`src/rtl/diagv2_mem_arbiter_if.sv`:
```
// Bus bundle between fetch/LSU requesters, the arbiter and the memory model.
// Latency: none (wires only).
// Backpressure: carried by gnt and mem_ready; rvalid pulses cannot be stalled.
interface diagv2_mem_arbiter_if #(
  parameter int ADDR_W  = 64,
  parameter int DATA_W  = 64,
  parameter int INSTR_W = 32
);
  logic               if_req;
  logic [ADDR_W-1:0]  if_addr;
  logic               if_gnt;
  logic               if_rvalid;
  logic [INSTR_W-1:0] if_rdata;
  logic               if_err;

  logic               d_req;
  logic               d_we;
  logic [ADDR_W-1:0]  d_addr;
  logic [DATA_W-1:0]  d_wdata;
  logic [2:0]         d_type;
  logic               d_gnt;
  logic               d_rvalid;
  logic [DATA_W-1:0]  d_rdata;
  logic               d_err;

  logic               mem_req;
  logic               mem_we;
  logic [ADDR_W-1:0]  mem_addr;
  logic [DATA_W-1:0]  mem_wdata;
  logic [2:0]         mem_type;
  logic               mem_ready;
  logic               mem_rvalid;
  logic [DATA_W-1:0]  mem_rdata;

  logic               busy;

  // Arbiter side.
  modport slave (
    input  if_req, if_addr,
    input  d_req, d_we, d_addr, d_wdata, d_type,
    input  mem_ready, mem_rvalid, mem_rdata,
    output if_gnt, if_rvalid, if_rdata, if_err,
    output d_gnt, d_rvalid, d_rdata, d_err,
    output mem_req, mem_we, mem_addr, mem_wdata, mem_type,
    output busy
  );

  // Requester / memory-model side.
  modport master (
    output if_req, if_addr,
    output d_req, d_we, d_addr, d_wdata, d_type,
    output mem_ready, mem_rvalid, mem_rdata,
    input  if_gnt, if_rvalid, if_rdata, if_err,
    input  d_gnt, d_rvalid, d_rdata, d_err,
    input  mem_req, mem_we, mem_addr, mem_wdata, mem_type,
    input  busy
  );
endinterface

```
`src/rtl/diagv2_mem_arbiter.sv`:
```
// Shares one single-port memory between fetch and load/store, one transaction in flight.
// Latency: grant cycle 0, mem_req cycle 1, rvalid cycle 2 with zero-wait memory; next grant >= cycle 3.
// Backpressure: gnt only in IDLE; mem_req held until mem_ready. DIAGV2_ARB_MISALIGN_EN enables alignment errors.
module diagv2_mem_arbiter #(
  parameter int ADDR_W     = 64,
  parameter int DATA_W     = 64,
  parameter int INSTR_W    = 32,
  parameter int STARVE_MAX = 4
) (
  input  logic                 clk,
  input  logic                 reset,
  diagv2_mem_arbiter_if.slave  bus
);
  localparam int               CNT_W      = (STARVE_MAX > 0) ? $clog2(STARVE_MAX + 1) : 1;
  localparam logic [CNT_W-1:0] STARVE_LIM = CNT_W'(STARVE_MAX);
  localparam logic [2:0]       FETCH_TYPE = 3'b010;

  typedef enum logic [1:0] {IDLE, REQ, WAIT, RESP} state_t;
  state_t state, state_nxt;

  logic [CNT_W-1:0]   starve_cnt;
  logic               own_d;
  logic               lat_we;
  logic [ADDR_W-1:0]  lat_addr;
  logic [DATA_W-1:0]  lat_wdata;
  logic [2:0]         lat_type;
  logic [INSTR_W-1:0] if_rdata_q;
  logic [DATA_W-1:0]  d_rdata_q;

  logic idle;
  logic grant_d;
  logic grant_i;
  logic misalign;
  logic load_done;
  logic store_done;

  // Data wins conflicts until fetch has lost STARVE_MAX in a row.
  assign idle    = (state == IDLE);
  assign grant_d = idle & bus.d_req & ~(bus.if_req & (starve_cnt == STARVE_LIM));
  assign grant_i = idle & bus.if_req & ~grant_d;

`ifdef DIAGV2_ARB_MISALIGN_EN
  logic d_misalign;
  logic if_misalign;
  logic err_q;

  // Alignment of the incoming requests against their access size.
  always_comb begin
    d_misalign = 1'b0;
    case (bus.d_type[1:0])
      2'd1:    d_misalign = bus.d_addr[0];
      2'd2:    d_misalign = |bus.d_addr[1:0];
      2'd3:    d_misalign = |bus.d_addr[2:0];
      default: d_misalign = 1'b0;
    endcase
    if_misalign = |bus.if_addr[1:0];
  end

  assign misalign = (grant_d & d_misalign) | (grant_i & if_misalign);

  // Error flag is decided on the way into RESP and only shown with rvalid.
  always_ff @(posedge clk or negedge reset) begin
    if (!reset) begin
      err_q <= 1'b0;
    end else if (state_nxt == RESP) begin
      err_q <= misalign;
    end
  end

  assign bus.if_err = bus.if_rvalid & err_q;
  assign bus.d_err  = bus.d_rvalid & err_q;
`else
  assign misalign   = 1'b0;
  assign bus.if_err = 1'b0;
  assign bus.d_err  = 1'b0;
`endif

  // State register.
  always_ff @(posedge clk or negedge reset) begin
    if (!reset) begin
      state <= IDLE;
    end else begin
      state <= state_nxt;
    end
  end

  // Next state and response-capture strobes.
  always_comb begin
    state_nxt  = state;
    load_done  = 1'b0;
    store_done = 1'b0;
    case (state)
      IDLE: begin
        if (grant_d | grant_i) begin
          state_nxt = misalign ? RESP : REQ;
        end
      end
      REQ: begin
        if (bus.mem_ready) begin
          if (lat_we) begin
            store_done = 1'b1;
            state_nxt  = RESP;
          end else if (bus.mem_rvalid) begin
            load_done = 1'b1;
            state_nxt = RESP;
          end else begin
            state_nxt = WAIT;
          end
        end
      end
      WAIT: begin
        if (bus.mem_rvalid) begin
          load_done = 1'b1;
          state_nxt = RESP;
        end
      end
      RESP:    state_nxt = IDLE;
      default: state_nxt = IDLE;
    endcase
  end

  // Request latch, starvation counter and response data.
  always_ff @(posedge clk or negedge reset) begin
    if (!reset) begin
      own_d      <= 1'b0;
      lat_we     <= 1'b0;
      lat_addr   <= '0;
      lat_wdata  <= '0;
      lat_type   <= '0;
      starve_cnt <= '0;
      if_rdata_q <= '0;
      d_rdata_q  <= '0;
    end else begin
      if (grant_d | grant_i) begin
        own_d     <= grant_d;
        lat_we    <= grant_d & bus.d_we;
        lat_addr  <= grant_d ? bus.d_addr : bus.if_addr;
        lat_wdata <= grant_d ? bus.d_wdata : '0;
        lat_type  <= grant_d ? bus.d_type : FETCH_TYPE;
      end

      if (grant_i) begin
        starve_cnt <= '0;
      end else if (grant_d & bus.if_req) begin
        starve_cnt <= starve_cnt + 1'b1;
      end

      if (load_done) begin
        if (own_d) begin
          d_rdata_q <= bus.mem_rdata;
        end else begin
          if_rdata_q <= lat_addr[2] ? bus.mem_rdata[INSTR_W +: INSTR_W]
                                    : bus.mem_rdata[INSTR_W-1:0];
        end
      end else if (store_done) begin
        d_rdata_q <= '0;
      end else if (misalign) begin
        if (grant_d) begin
          d_rdata_q <= '0;
        end else begin
          if_rdata_q <= '0;
        end
      end
    end
  end

  assign bus.if_gnt    = grant_i;
  assign bus.d_gnt     = grant_d;
  assign bus.mem_req   = (state == REQ);
  assign bus.mem_we    = lat_we;
  assign bus.mem_addr  = lat_addr;
  assign bus.mem_wdata = lat_wdata;
  assign bus.mem_type  = lat_type;
  assign bus.busy      = ~idle;
  assign bus.if_rvalid = (state == RESP) & ~own_d;
  assign bus.d_rvalid  = (state == RESP) & own_d;
  assign bus.if_rdata  = if_rdata_q;
  assign bus.d_rdata   = d_rdata_q;
endmodule

```
`src/flat_wrapper.sv`:
```
// flat-port wrapper written by rule: the top's interface ports become plain ports
module diagv2_mem_arbiter_flat 
#(
  parameter int ADDR_W     = 64,
  parameter int DATA_W     = 64,
  parameter int INSTR_W    = 32,
  parameter int STARVE_MAX = 4
)
  (clk, reset, bus_if_req, bus_if_addr, bus_d_req, bus_d_we, bus_d_addr, bus_d_wdata, bus_d_type, bus_mem_ready, bus_mem_rvalid, bus_mem_rdata, bus_if_gnt, bus_if_rvalid, bus_if_rdata, bus_if_err, bus_d_gnt, bus_d_rvalid, bus_d_rdata, bus_d_err, bus_mem_req, bus_mem_we, bus_mem_addr, bus_mem_wdata, bus_mem_type, bus_busy);
  diagv2_mem_arbiter_if #(.ADDR_W(ADDR_W), .DATA_W(DATA_W), .INSTR_W(INSTR_W)) bus_i ();
  input  logic clk;
  input  logic reset;
  input wire logic [$bits(bus_i.if_req)-1:0] bus_if_req;
  input wire logic [$bits(bus_i.if_addr)-1:0] bus_if_addr;
  input wire logic [$bits(bus_i.d_req)-1:0] bus_d_req;
  input wire logic [$bits(bus_i.d_we)-1:0] bus_d_we;
  input wire logic [$bits(bus_i.d_addr)-1:0] bus_d_addr;
  input wire logic [$bits(bus_i.d_wdata)-1:0] bus_d_wdata;
  input wire logic [$bits(bus_i.d_type)-1:0] bus_d_type;
  input wire logic [$bits(bus_i.mem_ready)-1:0] bus_mem_ready;
  input wire logic [$bits(bus_i.mem_rvalid)-1:0] bus_mem_rvalid;
  input wire logic [$bits(bus_i.mem_rdata)-1:0] bus_mem_rdata;
  output wire logic [$bits(bus_i.if_gnt)-1:0] bus_if_gnt;
  output wire logic [$bits(bus_i.if_rvalid)-1:0] bus_if_rvalid;
  output wire logic [$bits(bus_i.if_rdata)-1:0] bus_if_rdata;
  output wire logic [$bits(bus_i.if_err)-1:0] bus_if_err;
  output wire logic [$bits(bus_i.d_gnt)-1:0] bus_d_gnt;
  output wire logic [$bits(bus_i.d_rvalid)-1:0] bus_d_rvalid;
  output wire logic [$bits(bus_i.d_rdata)-1:0] bus_d_rdata;
  output wire logic [$bits(bus_i.d_err)-1:0] bus_d_err;
  output wire logic [$bits(bus_i.mem_req)-1:0] bus_mem_req;
  output wire logic [$bits(bus_i.mem_we)-1:0] bus_mem_we;
  output wire logic [$bits(bus_i.mem_addr)-1:0] bus_mem_addr;
  output wire logic [$bits(bus_i.mem_wdata)-1:0] bus_mem_wdata;
  output wire logic [$bits(bus_i.mem_type)-1:0] bus_mem_type;
  output wire logic [$bits(bus_i.busy)-1:0] bus_busy;
  assign bus_i.if_req = bus_if_req;
  assign bus_i.if_addr = bus_if_addr;
  assign bus_i.d_req = bus_d_req;
  assign bus_i.d_we = bus_d_we;
  assign bus_i.d_addr = bus_d_addr;
  assign bus_i.d_wdata = bus_d_wdata;
  assign bus_i.d_type = bus_d_type;
  assign bus_i.mem_ready = bus_mem_ready;
  assign bus_i.mem_rvalid = bus_mem_rvalid;
  assign bus_i.mem_rdata = bus_mem_rdata;
  assign bus_if_gnt = bus_i.if_gnt;
  assign bus_if_rvalid = bus_i.if_rvalid;
  assign bus_if_rdata = bus_i.if_rdata;
  assign bus_if_err = bus_i.if_err;
  assign bus_d_gnt = bus_i.d_gnt;
  assign bus_d_rvalid = bus_i.d_rvalid;
  assign bus_d_rdata = bus_i.d_rdata;
  assign bus_d_err = bus_i.d_err;
  assign bus_mem_req = bus_i.mem_req;
  assign bus_mem_we = bus_i.mem_we;
  assign bus_mem_addr = bus_i.mem_addr;
  assign bus_mem_wdata = bus_i.mem_wdata;
  assign bus_mem_type = bus_i.mem_type;
  assign bus_busy = bus_i.busy;
  diagv2_mem_arbiter #(.ADDR_W(ADDR_W), .DATA_W(DATA_W), .INSTR_W(INSTR_W), .STARVE_MAX(STARVE_MAX)) u_core (.clk(clk), .reset(reset), .bus(bus_i));
endmodule
```
`config.mk`:
```
export PLATFORM = sky130hd
export DESIGN_NAME = diagv2_mem_arbiter_flat
export DESIGN_NICKNAME = d
export VERILOG_FILES = /design/src/rtl/diagv2_mem_arbiter_if.sv /design/src/rtl/diagv2_mem_arbiter.sv /design/src/flat_wrapper.sv
export SDC_FILE = /design/constraint.sdc
export NUM_CORES = 1
export LEC_CHECK = 0
export CORE_AREA = 2 2 197 199
export CTS_CLUSTER_SIZE = 14
export DETAILED_ROUTE_END_ITERATION = 10
export DIE_AREA = 0 0 199 201
export SLEW_MARGIN = 20
export SYNTH_ARGS = -nofsm -noshare
export SYNTH_HDL_FRONTEND = slang
export SYNTH_SLANG_ARGS = --single-unit
export TNS_END_PERCENT = 10
```
`constraint.sdc`:
```
create_clock -name clk -period 1.99 [get_ports clk]
set_clock_uncertainty 0.15 [all_clocks]
set_input_delay 0.199 -clock clk [delete_from_list [all_inputs] [get_ports clk]]
set_output_delay 0.199 -clock clk [all_outputs]
set_load 0.1 [all_outputs]
```
# Word level (Yosys, flattened, before mapping)
# Cells that the tools add are included.
# op_classes
add_sub_neg	1
n_eq_ne	8
n_mux	22
bitwise	14
reduce_logical	6
# ops
cell	count
$mux 64	5
$mux 32	1
$and 1x1->1	9
$mux 3	3
$mux 2	4
$pmux 2 s4	1
$mux 1	7
$ne 2x2->1 const B	3
$eq 2x2->1 const B	2
$not 1->1	4
$reduce_and 2->1	2
$reduce_bool 2->1	2
$add 3x1->3 const B	1
$eq 3x3->1 const B	1
$reduce_and 3->1	1
$eq 2x1->1 const B	1
$logic_not 2->1	1
$ne 2x1->1 const B	1
$pmux 1 s2	1
$or 1x1->1	1
# word_totals
ff_bits	234
output_inout_bits	236
wordCells	60

# Logic depth before layout (Yosys ltp)
# logic_depth
word_depth	9
depth_mapped	8
ltp_nobuf	5

# Worst setup path after synthesis
# OpenSTA, ideal clock, no wires.
# synth_timing
path_kind	register -> output
start	register u_core.state[0]
end	output bus_if_gnt
t_arrival_ns	2.821
required_time_ns	1.641
path_slack_ns	-1.180
path_stages_with_launch	8
path_buffers	2
cell_sequence	dfrtp_1 > inv_1 > ha_1 > and2_1 > and2_1 > buf_6 > buf_2 > nor2_1
# synth_between
elab_chain_cells	5
word_cells_on_any_way	6
classes_between	5 x bitwise; 1 x reduce/logical
# synth_lines
item	line	text
start, declared	diagv2_mem_arbiter.sv:19	state_t state, state_nxt;
start signal, assigned	diagv2_mem_arbiter.sv:83	state <= state_nxt;
$logic_not 2->1	diagv2_mem_arbiter.sv:38	assign idle = (state == IDLE);
$and 1x1->1 (2 in series)	diagv2_mem_arbiter.sv:39	assign grant_d = idle & bus.d_req & ~(bus.if_req & (starve_cnt == STARVE_LIM));
via bus_d_gnt	flat_wrapper.sv:27	output wire logic [$bits(bus_i.d_gnt)-1:0] bus_d_gnt;
$not 1->1	diagv2_mem_arbiter.sv:40	assign grant_i = idle & bus.if_req & ~grant_d;
$and 1x1->1	diagv2_mem_arbiter.sv:40	
end, declared	flat_wrapper.sv:23	output wire logic [$bits(bus_i.if_gnt)-1:0] bus_if_gnt;
# The timed path passes the listed nets, and every way through them passes these cells.

# Worst setup path in the final report
# layout_timing
start	register u_core.state[0]
end	output bus_d_gnt
# layout_between
elab_chain_cells	3
# layout_lines
item	line
$logic_not 2->1	diagv2_mem_arbiter.sv:38
$and 1x1->1 (2 in series)	diagv2_mem_arbiter.sv:39
end, declared	flat_wrapper.sv:27
# No other way between the ends.

==> impl_metrics.tcl <==
set metrics [dict create \
    io_buffers 499 \
    mostFrequentLayoutCells "267 x buf_4, 264 x clkdlybuf4s50_1, 252 x o211ai_1" \
    num_rows 72 \
    synth_xor_area_share_pct 0 \
    die-area_um2 40000 \
    post_route_cells_drive_above_1_share_pct 28.1 \
    setup_tns_ps -4150 \
    cp_common_cell "and2_4" \
    avgSynthCellArea_um2 10.8 \
    grt_pass1_vias 11039 \
    clk_latency_ps 560 \
    met2_usage_pct 36.5 \
    whs_path_depth 3 \
    synthCells 1040 \
    dpl.hpwl_um 31200 \
    path_cells "inv_2 -> ha_4 -> and2_4 -> and2_4 -> buf_6 -> buf_12" \
    viasPerCell 5.19 \
    ys_ff_latch 234 \
    drc 0 \
    critPathArrivalTime_ps 1810 \
    layout.nets 1804 \
    synth.largest_area_cell "dfrtp_1" \
    vias 10745 \
    start_util_pct 29.4 \
    die_h_um 201 \
    cts_buffer_depth 3 \
    gr-usage-met1_pct 26.4 \
    die_width_um 199 \
    ant_nets 0 \
    setup.worst_path.end_class "output pin" \
    grtUsageMet3_pct 5.61 \
    drt_pass1_iterations 4 \
    ios 502 \
    path_max_fanout 4 \
    fin_ws_ps -167 \
    totalWireLength_um 43900 \
    path_depth 6 \
    coreArea_um2 38100 \
    synth_top_area_share_pct 52.3 \
    hold_path_class "in2reg" \
    finalMaxSlewViolations 0 \
    path_buf_inv 3 \
    violations "negative setup slack" \
    synthToLayoutAreaGrowth_pct 59.6 \
    root_buffer "clkbuf_16" \
    final_common_cell "buf_4" \
    synth_fa_ha_area_share_pct 0.783 \
    routedWlPerCell_um 21.2 \
    synth_cell_type_count 35 \
    fin_crit_ps 2160 \
    cap_violations 0 \
    hold_slack_ps 54.0 \
    required_ps 1640 \
    max_freq_mhz 464 \
    fillers 3582 \
    ys_seq_area_share_pct 52.3 \
    pre_cts_ws_ps -30.5 \
    gp_congestion 0.824 \
    synth_simple_gate_area_share_pct 10.5 \
    cts_tree "built" \
    first_iter_violations 552 \
    gr-usage-all-layers_pct 21.4 \
    worstSetupPathType "reg2out" \
    rsz0062_at_grt "yes" \
    synthTopCellsByArea "dfrtp_1 52%, o211ai_1 17%, nand3_1 5.8%, a22o_1 5.3%, nand2_1 4.1%" \
    overflow 0 \
    finalHoldViolCount 0 \
    critPathLaunchType "register" \
    path_delay_family "flip-flops" \
    setup_violations 42 \
    status "complete, but fails checks" \
    numCtsBuffers 28 \
    synth_mux_area_share_pct 7.61 \
    r2r_cells 8 \
    cp_slowest_cell "dfrtp_1" \
    grt_first_pass_wirelength_um 67100 \
    finalCritPeriodShare_pct 108 \
    clkSlewWorstSetupHoldPaths_ps 60 \
    grt_max_degree 66 \
    synth_compound_area_share_pct 23.3 \
    yosysWarnings 0 \
    htree_levels 1 \
    top_usage_layer "met2" \
    slowest_delay_ps 400 \
    synth_top_family_by_area "compound AO/OA/AOI/OAI gates" \
    antenna_found_initial 7 \
    cts_sinks 234 \
    synthesis.area_um2 11200 \
]
==> through the flow <==
stage                     area, um^2  std cells  util (%)
final                          17900       2072      46.9
after floorplan                11200       1041         -
after CTS                      17800       2067      46.7
after global routing           17900       2071      46.9
after global placement         16700       2000      43.7
after detailed placement       16700       2000      43.7
==> final cells by class <==
type / instances / area (um^2) / share of cell area, %
flip-flops and latches: 234 / 5860 / 32.8
well taps: 518 / 648 / 3.63
repair buffers: 579 / 5530 / 31.0
multi-input cells: 679 / 4870 / 27.3
diodes: 1 / 2.50 / 0.0140
clock inverters: 9 / 90.1 / 0.504
clock buffers: 43 / 827 / 4.63
inverters: 9 / 33.8 / 0.189
==> sequential cells by signal, indices dropped and copies added, names as in the netlist <==
register              count
u_core.bus.d_rdata       64
u_core.bus.mem_addr      64
u_core.bus.mem_wdata     64
u_core.bus.if_rdata      32
u_core.bus.mem_type       3
u_core.starve_cnt         3
u_core.state              2
u_core.bus.mem_we         1
u_core.own_d              1
==> path summary, 6_finish.rpt <==
path / startpoint / end / slack, ps
setup / recovery: u_core.state[0]$_DFFE_PN0P_ / bus_d_gnt / -170
hold reg to reg: u_core.bus.if_rdata[25]$_DFFE_PN0P_ / u_core.bus.if_rdata[25]$_DFFE_PN0P_ / 340
min in group asynchronous: reset / u_core.bus.if_rdata[29]$_DFFE_PN0P_ / 510
hold / removal: bus_d_type[1] / u_core.bus.mem_type[1]$_DFFE_PN0P_ / 50
max in group asynchronous: reset / u_core.bus.mem_wdata[11]$_DFFE_PN0P_ / 560
setup reg to reg: u_core.state[0]$_DFFE_PN0P_ / u_core.bus.if_rdata[26]$_DFFE_PN0P_ / -140
==> cells by family after synthesis <==
kind of cell | after synthesis
multiplexers | 71
AND/OR/NAND/NOR | 263
AO/OA/AOI/OAI | 336
adder cells (fa/ha/maj) | 7
buffers and inverters | 128
flip-flops | 234
other | 1
==> tightest hold or removal path, stage by stage <==
cell and delay [ps]:
clkdlybuf4s50_1 400, inv_1 60, a21oi_1 50
==> Yosys cell counts <==
| library cell | n |
|---|---|
| inv_1 | 9 |
| clkbuf_1 | 48 |
| mux2_2 | 35 |
| dfrtp_1 | 234 |
| mux2_4 | 16 |
| ha_1 | 7 |
| buf_1 | 12 |
| mux2i_1 | 6 |
| and3_1 | 1 |
| o211ai_4 | 1 |
| a32o_1 | 1 |
| a22o_1 | 68 |
| nand2_1 | 123 |
| o21a_1 | 1 |
| nor2b_1 | 1 |
| o211ai_1 | 252 |
| a211oi_1 | 1 |
| nand3_1 | 130 |
| a31oi_1 | 2 |
| and3b_4 | 1 |
| buf_6 | 6 |
| conb_1 | 1 |
| mux2_1 | 14 |
| buf_4 | 4 |
| a21oi_2 | 1 |
| a21o_1 | 1 |
| a222oi_1 | 1 |
| o21ai_1 | 1 |
| nor2_1 | 2 |
| o211a_1 | 1 |
| buf_2 | 49 |
| o21ai_0 | 4 |
| a21oi_1 | 1 |
| and2_1 | 4 |
| nor2_2 | 1 |
==> per-layer routing <==
metal / share of wire [%] / vias to the layer above / routed length, um
met1: 40 / 5299 / 17600
met2: 49 / 446 / 21500
met3: 8.2 / 76 / 3610
met4: 2.5 / 12 / 1100
met5: 0.17 / - / 76
li1: - / 4912 / -
==> timing repair <==
action                                  4_1_cts  5_1_grt
hold endpoints to repair                    234        0
setup buffers                                11        5
gates cloned                                  1        0
pin swaps                                     3       33
hold buffers                                  3        0
endpoints found under the setup margin       28       43
gates resized for setup                      12       14
Power is not shown: default switching activity piles up to over one toggle a cycle in this logic, so the estimate is an artifact.
